--- src/rtl/tracker_pkg.sv ---
// Shared types and defaults for the pattern grid editor.
// Repeat timing constants are used only when EDIT_REPEAT_EN is defined.
package tracker_pkg;

   typedef enum logic [1:0] {
      EDIT_NONE = 2'b00,
      EDIT_INC  = 2'b01,
      EDIT_DEC  = 2'b10,
      EDIT_DEL  = 2'b11
   } edit_t;

   typedef enum logic [1:0] {
      ST_IDLE,
      ST_READ,
      ST_MODIFY,
      ST_WRITE
   } ed_state_t;

   localparam int GRID_W_DEF = 80;
   localparam int GRID_H_DEF = 30;

   localparam logic [7:0] CELL_EMPTY = 8'h00;

   localparam logic [23:0] REPEAT_DELAY  = 24'd10_000_000;
   localparam logic [23:0] REPEAT_PERIOD = 24'd2_500_000;

   // Saturating cell update; out-of-range values snap to maxv.
   function automatic logic [7:0] next_value(
      input edit_t      cmd,
      input logic [7:0] v,
      input logic [7:0] maxv
   );
      logic [7:0] nv;
      nv = v;
      unique case (cmd)
         EDIT_INC: nv = (v >= maxv) ? maxv : v + 8'd1;
         EDIT_DEC: nv = (v > maxv)  ? maxv :
                        (v <= 8'd1) ? v    : v - 8'd1;
         EDIT_DEL: nv = CELL_EMPTY;
         default:  nv = v;
      endcase
      return nv;
   endfunction

endpackage

--- src/rtl/edit_repeat_timer.sv ---
// Auto-repeat strobe for held increment/decrement commands.
// Compiled only when EDIT_REPEAT_EN is defined.
`ifdef EDIT_REPEAT_EN
module edit_repeat_timer
   import tracker_pkg::*;
#(
   parameter logic [23:0] DELAY  = REPEAT_DELAY,
   parameter logic [23:0] PERIOD = REPEAT_PERIOD
) (
   input  logic  clk,
   input  logic  Reset,
   input  edit_t i_cmd,
   input  logic  i_accept,
   output logic  o_repeat
);

   logic        r_active;
   logic        r_first;
   logic [23:0] r_cnt;
   edit_t       r_cmd;
   logic        w_rep_cmd;
   logic [23:0] w_limit;

   assign w_rep_cmd = (i_cmd == EDIT_INC) || (i_cmd == EDIT_DEC);
   assign w_limit   = r_first ? DELAY : PERIOD;
   assign o_repeat  = r_active && (i_cmd == r_cmd) && (r_cnt == w_limit);

   // Count from the original acceptance; restart on release or change.
   always_ff @(posedge clk) begin
      if (Reset) begin
         r_active <= 1'b0;
         r_first  <= 1'b1;
         r_cnt    <= 24'd0;
         r_cmd    <= EDIT_NONE;
      end else if (i_accept && (!r_active || i_cmd != r_cmd)) begin
         r_active <= w_rep_cmd;
         r_cmd    <= i_cmd;
         r_first  <= 1'b1;
         r_cnt    <= 24'd1;
      end else if (r_active) begin
         if (i_cmd != r_cmd) begin
            r_active <= 1'b0;
         end else if (o_repeat) begin
            r_first <= 1'b0;
            r_cnt   <= 24'd1;
         end else begin
            r_cnt <= r_cnt + 24'd1;
         end
      end
   end

endmodule
`endif

--- src/rtl/pattern_cell_editor.sv ---
// Applies edge-detected edit commands to the cell under the cursor.
// Define EDIT_REPEAT_EN to auto-repeat held increment/decrement.
module pattern_cell_editor
   import tracker_pkg::*;
#(
   parameter int         GRID_W     = GRID_W_DEF,
   parameter int         GRID_H     = GRID_H_DEF,
   parameter logic [7:0] MAX_VAL    = 8'd96,
   parameter int         MEM_RD_LAT = 1
) (
   input  logic        clk,
   input  logic        Reset,
   input  logic [1:0]  i_user_edit,
   input  logic [6:0]  i_cursor_x,
   input  logic [6:0]  i_cursor_y,
   output logic [11:0] o_mem_addr,
   input  logic [7:0]  i_mem_rd_data,
   output logic [7:0]  o_mem_wr_data,
   output logic        o_mem_we,
   output logic        o_busy,
   output logic        o_edit_done,
   output logic [7:0]  o_cell_value
);

   localparam logic [6:0] W7     = 7'(GRID_W);
   localparam logic [6:0] H7     = 7'(GRID_H);
   localparam logic [1:0] LAT_M1 = 2'(MEM_RD_LAT - 1);

   ed_state_t   r_state;
   edit_t       r_edit_prev;
   edit_t       r_cmd;
   logic [1:0]  r_cnt;
   logic [11:0] r_addr;
   logic [7:0]  r_wr_data;
   logic        r_we;
   logic        r_busy;
   logic        r_done;
   logic [7:0]  r_cell_value;

   edit_t       w_cmd;
   logic [11:0] w_y12;
   logic [11:0] w_addr;
   logic        w_in_range;
   logic        w_edge;
   logic        w_rep_go;
   logic        w_accept;
   logic [7:0]  w_next;

   assign w_cmd      = edit_t'(i_user_edit);
   assign w_y12      = {5'd0, i_cursor_y};
   assign w_addr     = (w_y12 << 6) + (w_y12 << 4) + {5'd0, i_cursor_x};
   assign w_in_range = (i_cursor_x < W7) && (i_cursor_y < H7);
   assign w_edge     = (w_cmd != EDIT_NONE) && (r_edit_prev == EDIT_NONE);
   assign w_accept   = (r_state == ST_IDLE) && (w_edge || w_rep_go) && w_in_range;
   assign w_next     = next_value(r_cmd, i_mem_rd_data, MAX_VAL);

`ifdef EDIT_REPEAT_EN
   logic w_rep_stb;
   logic r_rep_pend;

   edit_repeat_timer u_rep (
      .clk      (clk),
      .Reset    (Reset),
      .i_cmd    (w_cmd),
      .i_accept (w_accept),
      .o_repeat (w_rep_stb)
   );

   assign w_rep_go = (w_rep_stb || r_rep_pend) && (w_cmd == r_cmd);

   // Hold a repeat that falls due while busy until the FSM is idle.
   always_ff @(posedge clk) begin
      if (Reset) begin
         r_rep_pend <= 1'b0;
      end else if (w_accept || w_cmd != r_cmd) begin
         r_rep_pend <= 1'b0;
      end else if (w_rep_stb) begin
         r_rep_pend <= 1'b1;
      end
   end
`else
   assign w_rep_go = 1'b0;
`endif

   // Editor FSM: accept, read wait, modify, single-cycle write.
   always_ff @(posedge clk) begin
      if (Reset) begin
         r_state      <= ST_IDLE;
         r_edit_prev  <= EDIT_NONE;
         r_cmd        <= EDIT_NONE;
         r_cnt        <= 2'd0;
         r_addr       <= 12'd0;
         r_wr_data    <= CELL_EMPTY;
         r_we         <= 1'b0;
         r_busy       <= 1'b0;
         r_done       <= 1'b0;
         r_cell_value <= CELL_EMPTY;
      end else begin
         r_edit_prev <= w_cmd;
         r_we        <= 1'b0;
         r_done      <= 1'b0;
         unique case (r_state)
            ST_IDLE: begin
               if (w_accept) begin
                  r_cmd  <= w_cmd;
                  r_addr <= w_addr;
                  r_busy <= 1'b1;
                  r_cnt  <= 2'd0;
                  if (w_cmd == EDIT_DEL) begin
                     r_wr_data    <= CELL_EMPTY;
                     r_cell_value <= CELL_EMPTY;
                     r_we         <= 1'b1;
                     r_done       <= 1'b1;
                     r_state      <= ST_WRITE;
                  end else begin
                     r_state <= ST_READ;
                  end
               end
            end
            ST_READ: begin
               if (r_cnt == LAT_M1) begin
                  r_state <= ST_MODIFY;
               end else begin
                  r_cnt <= r_cnt + 2'd1;
               end
            end
            ST_MODIFY: begin
               r_wr_data    <= w_next;
               r_cell_value <= w_next;
               r_we         <= 1'b1;
               r_done       <= 1'b1;
               r_state      <= ST_WRITE;
            end
            ST_WRITE: begin
               r_busy  <= 1'b0;
               r_state <= ST_IDLE;
            end
            default: r_state <= ST_IDLE;
         endcase
      end
   end

   assign o_mem_addr    = r_addr;
   assign o_mem_wr_data = r_wr_data;
   assign o_mem_we      = r_we;
   assign o_busy        = r_busy;
   assign o_edit_done   = r_done;
   assign o_cell_value  = r_cell_value;

endmodule

--- config.mk ---
export PLATFORM = sky130hd
export DESIGN_NAME = pattern_cell_editor
export DESIGN_NICKNAME = d
export VERILOG_FILES = /design/src/rtl/tracker_pkg.sv /design/src/rtl/edit_repeat_timer.sv /design/src/rtl/pattern_cell_editor.sv
export SDC_FILE = /design/constraint.sdc
export NUM_CORES = 1
export LEC_CHECK = 0
export ABC_AREA = 0
export CORE_ASPECT_RATIO = 1.2
export CORE_MARGIN = 1
export CORE_UTILIZATION = 49
export DETAILED_ROUTE_END_ITERATION = 10
export GPL_TIMING_DRIVEN = 0
export PLACE_DENSITY = 0.81
export SLEW_MARGIN = 20
export SYNTH_ARGS = -nofsm -noshare
export SYNTH_HDL_FRONTEND = slang
export SYNTH_SLANG_ARGS = --single-unit
--- constraint.sdc ---
create_clock -name clk -period 3.73 [get_ports clk]
set_input_delay 1.119 -clock clk [delete_from_list [all_inputs] [get_ports clk]]
set_output_delay 1.119 -clock clk [all_outputs]
set_load 0.02 [all_outputs]
# ---- After elaboration in Yosys (flattened, before gate mapping)
# Index checks and enable logic that the tools add are counted.
dict set report totals {
  reg_bits 30
  inputBits 26
  out_inout_bits 31
  wordCells 64
}
dict set report op_classes {
  addsub 5
  n_lt_le_gt_ge 5
  eq_ne 11
  mux 19
  reduce_logical 16
}
# cell count
set ops {}
lappend ops {{$mux W8} 5}
lappend ops {{$pmux W8 S3} 1}
lappend ops {{$pmux W8 S2} 1}
lappend ops {{$add A12 B11 Y12} 1}
lappend ops {{$add A12 B7 Y12} 1}
lappend ops {{$eq A2 B2 Y1 const B} 5}
lappend ops {{$mux W2} 5}
lappend ops {{$add A8 B1 Y8 const B} 1}
lappend ops {{$ge A8 B7 Y1 const B} 1}
lappend ops {{$gt A8 B7 Y1 const B} 1}
lappend ops {{$le A8 B1 Y1 const B} 1}
lappend ops {{$pmux W2 S4} 1}
lappend ops {{$reduce_bool A2 Y1} 4}
lappend ops {{$sub A8 B1 Y8 const B} 1}
lappend ops {{$lt A7 B5 Y1 const B} 1}
lappend ops {{$lt A7 B7 Y1 const B} 1}
lappend ops {{$logic_not A2 Y1} 3}
lappend ops {{$ne A2 B2 Y1 const B} 3}
lappend ops {{$reduce_and A2 Y1} 3}
lappend ops {{$reduce_and A3 Y1} 2}
lappend ops {{$eq A2 B1 Y1 const B} 2}
lappend ops {{$logic_and A1 B1 Y1} 4}
lappend ops {{$pmux W1 S2} 2}
lappend ops {{$pmux W2 S2} 1}
lappend ops {{3 further kinds} 5}

# ---- Longest topological paths before layout
dict set report depth {
  ltp_word 6
  mapped_depth 9
  mapped_depth_nobuf 9
}

# ---- Worst setup path before layout
# No wires, ideal clock.
dict set report synth_path {
  path_kind {in2reg}
  from {input port i_cursor_x[6]}
  to {register r_addr[11], in the netlist o_mem_addr[11]}
  setup_time_ps 91
  arrival_ps 2892
  required_time_ps 3639
  slack_ps 747
  stages 8
  n_path_buf 0
  path_cell_list {fa_1 -> inv_1 -> fa_1 -> nor2b_1 -> o21a_1 -> o211ai_1 -> a21o_1 -> a311oi_1}
}
dict set report synth_via {
  elab_chain_len 4
  word_cells_on_any_way 5
  cone_classes {1 x add/sub; 1 x order compare; 3 x reduce/logical}
}
# item line
set synth_rtl {}
lappend synth_rtl {{start: declaration} pattern_cell_editor.sv:14} ;# input logic [6:0] i_cursor_x,
lappend synth_rtl {{$lt A7 B7 Y1} pattern_cell_editor.sv:52} ;# assign w_in_range = (i_cursor_x < W7) && (i_cursor_y < H7);
lappend synth_rtl {{$logic_and A1 B1 Y1} pattern_cell_editor.sv:52}
lappend synth_rtl {{$logic_and A1 B1 Y1} pattern_cell_editor.sv:54} ;# assign w_accept = (r_state == ST_IDLE) && (w_edge || w_rep_go) && w_in_range;
lappend synth_rtl {{$reduce_and A2 Y1 (no line)} n/a}
lappend synth_rtl {{end signal: assignment} pattern_cell_editor.sv:106} ;# r_addr <= w_addr;
lappend synth_rtl {{end: declaration} pattern_cell_editor.sv:33} ;# logic [11:0] r_addr;
# Several ways; a longest one is shown, not always the timed one.
# A chain may end at the register's enable or synchronous reset.

# ---- Worst setup path in the final report
# Same ends and word-level chain as after synthesis.

==> metrics.txt <==
status completed; worst path required time 3920 ps; # IOs 57; hold_buf cts 0; Final Non-Filler Cells ~370; first drt pass iteration count 4; Syn Std Cell Area around 2100 um2; Pwr Density between 300 and 400 nW/um2; CTS clk-pin slew, worst paths approximately 70 ps; Unique masters post-synth 59; Finished Cell Area between 2000 and 3000 um2; Final Critical Period between 3000 and 4000 ps; largest family of logic cells by synthesized area compound AO/OA/AOI/OAI gates; die area roughly 4600 um2; Worst Setup Path Type primary input to register; maximum clock rate 304 MHz; die height about 74 um; ys flop type dfxtp_1; arrival time worst endpoint roughly 3500 ps; Fin. Hold Viols 0; Hold Path Sink o_mem_addr[1]$_SDFFE_PP0P_; DRT iter0 DRCs around 130; PnR Total Power between 1 and 1.5 mW; hold slack 454 ps; Ant. Diodes 0; Hold Path Class register to register; Setup Viol. Count Final 0; Final Cycle Share 88.3%; Ys Warns 0; synthesis-to-layout area growth 33.4%; routed wire length per instance between 10 and 15 um; simple-gate share of the synthesized area between 20% and 30%; crit path max fanout 3; # DRC 0; max cap viols 0; Starting Density a little over half; CTS tree done; vias in the first global route 1913; CP Capture Type register; TritonCTS buffer count 5; cell taking the most area after synthesis dfxtp_1; H-tree lvl count 2; Via Count approximately 2.1k; largest net degree at the start of global routing 11; RD Place Congestion around 0.92; share of flip-flops with an asynchronous set or reset 0%; Yosys top cell area share approximately 28%; Avg Cell Area, Syn 8.34 um2; global-route wire length before repair 8460 um; most area-consuming cells after synthesis dfxtp_1 (28%), ha_1 (12%), a21oi_1 (5.4%); dpl cells between 300 and 400; min-delay src o_mem_addr[1]$_SDFFE_PP0P_; GRT overflow 0; hold depth 2; hpwl dp roughly 3900 um; Detailed Route WL ~5100 um; Sink Count 30; initial antenna violation count 0; setup bufs post-CTS 0; worst slew pin tran 1070 ps; Reg2Reg Setup Slack about 1600 ps; Buffers on Ports between 50 and 60; Synth Area in Compound Gates around a quarter; DRT antenna net count 0; Post-synth EDFFs 0; Slew Viols, Final 0; critical register-to-register path startpoint r_state[0]$_SDFFE_PP0P_; flop and latch count out of synthesis 30; RSZ-0062 raised after global routing no; R2R cell count 5; syn nets around 300; Clock Skews roughly 5.7 ps; clk buf depth 2; Critical R2R Capture o_cell_value[0]$_SDFFE_PP0P_; worst skew pair latency between 200 and 300 ps; Max VDD drop around 0.20 mV; share of cells above drive strength 1 between 10% and 20%; core footprint ~4000 um2; adder and majority gate portion of the synthesized area between 10% and 20%; Placement Cell Area between 2000 and 3000 um2; DIE WIDTH between 60 and 70 um; clk root buf clkbuf_8; # rows 25; vias per std cell around 5.6; Setup TNS 0 ps; worst rel slew slack 28.0%; nets@finish between 300 and 400; mux cell area share after synthesis 0%; post-CTS sizing 0; synthesized instance count roughly 260; total track usage a little under a quarter; post-synthesis xor/xnor area fraction between 1.5 and 2%; Static Leak approximately 1.1 nW; CP Launch Type primary input; sequential element share of the synthesized area between 20% and 30%
## flip-flops by register name, summed over array words and instances (netlist names)
signal	cells
o_edit_done	1
o_busy	1
r_cnt	2
r_state	2
r_cmd	2
o_mem_addr	12
r_edit_prev	2
o_cell_value	8
## final cells by class
cell class / instances / area, um2
multi-input combinational: 192 / 1360
sequential: 30 / 601
buffer: 18 / 114
clock buffer: 7 / 86.3
clock inverter: 1 / 5.00
fill: 329 / 1200
tap: 54 / 67.6
timing repair buffer: 55 / 551
inverter: 15 / 56.3
## stage by stage
stage / setup WS, ps / utilization, %
final: 438 / 70.3
after global routing: 298 / 70.3
after CTS: 440 / 70.3
after detailed placement: 153 / 68.0
after global placement: 198 / 68.0
after floorplan: 747 / -
## power breakdown
| part | leakage [nW] | total (mW) | switching [mW] | internal [mW] |
|---|---|---|---|---|
| sequential | 0.243 | 0.371 | 0.0214 | 0.350 |
| clock | 0.0482 | 0.271 | 0.122 | 0.149 |
| combinational | 0.792 | 0.393 | 0.209 | 0.185 |
| total | 1.08 | 1.04 | 0.352 | 0.683 |
## cell usage in the layout (no fill, tap or decap), types with 5 or more instances in the layout
master	count
nor3_1	8
nand2_1	29
clkbuf_1	5
ha_1	21
a21oi_1	23
nor2b_1	5
o21ai_0	13
buf_4	9
clkbuf_8	6
clkdlybuf4s50_1	55
inv_1	15
dfxtp_1	30
nor2_1	19
## worst max path at each step
| stage | startpoint | endpoint | slack [ps] |
|---|---|---|---|
| 4_1_cts | i_cursor_x[6] | o_mem_addr[11]$_SDFFE_PP0P_ | 440 |
| 2_1_floorplan | i_cursor_x[6] | o_mem_addr[11]$_SDFFE_PP0P_ | 750 |
| 5_1_grt | i_cursor_x[6] | o_mem_addr[11]$_SDFFE_PP0P_ | 300 |
| 3_3_place_gp | i_cursor_x[6] | o_mem_addr[11]$_SDFFE_PP0P_ | 200 |
| 3_5_place_dp | i_cursor_x[6] | o_mem_addr[11]$_SDFFE_PP0P_ | 150 |
| 6_report | i_cursor_x[6] | o_mem_addr[11]$_SDFFE_PP0P_ | 440 |
## critical path, cell delays in order
cell             delay, ps
clkdlybuf4s50_1        440
fa_1                   570
inv_1                   60
fa_1                   450
nor2b_1                140
o21a_1                 170
o211ai_1               110
a21o_1                 170
a311oi_1               240
## metal layers
layer | routed length [um] | track usage (%) | vias up
li1 | - | - | 1042
met1 | 2280 | 27.8 | 970
met5 | 0 | 0 | -
met3 | 317 | 5.06 | 10
met2 | 2430 | 40.7 | 78
met4 | 87 | 9.56 | 0
## synth_stat cells, types with 4 or more instances
cell type  instances
dfxtp_1           30
inv_1             15
nand2_1           29
buf_2              4
and2_1             4
ha_1              21
a32o_1             4
a21oi_1           23
clkbuf_1           4
nor2_1            19
o21ai_0           13
nor2b_1            5
nor3_1             8
buf_4              9
## cells by family after synthesis
logic type | count (synthesis)
simple gates | 90
compound gates | 75
buf+inv | 33
flops | 30
fa+ha+maj | 23
xor+xnor | 4
(Power assumes the default switching activity.)
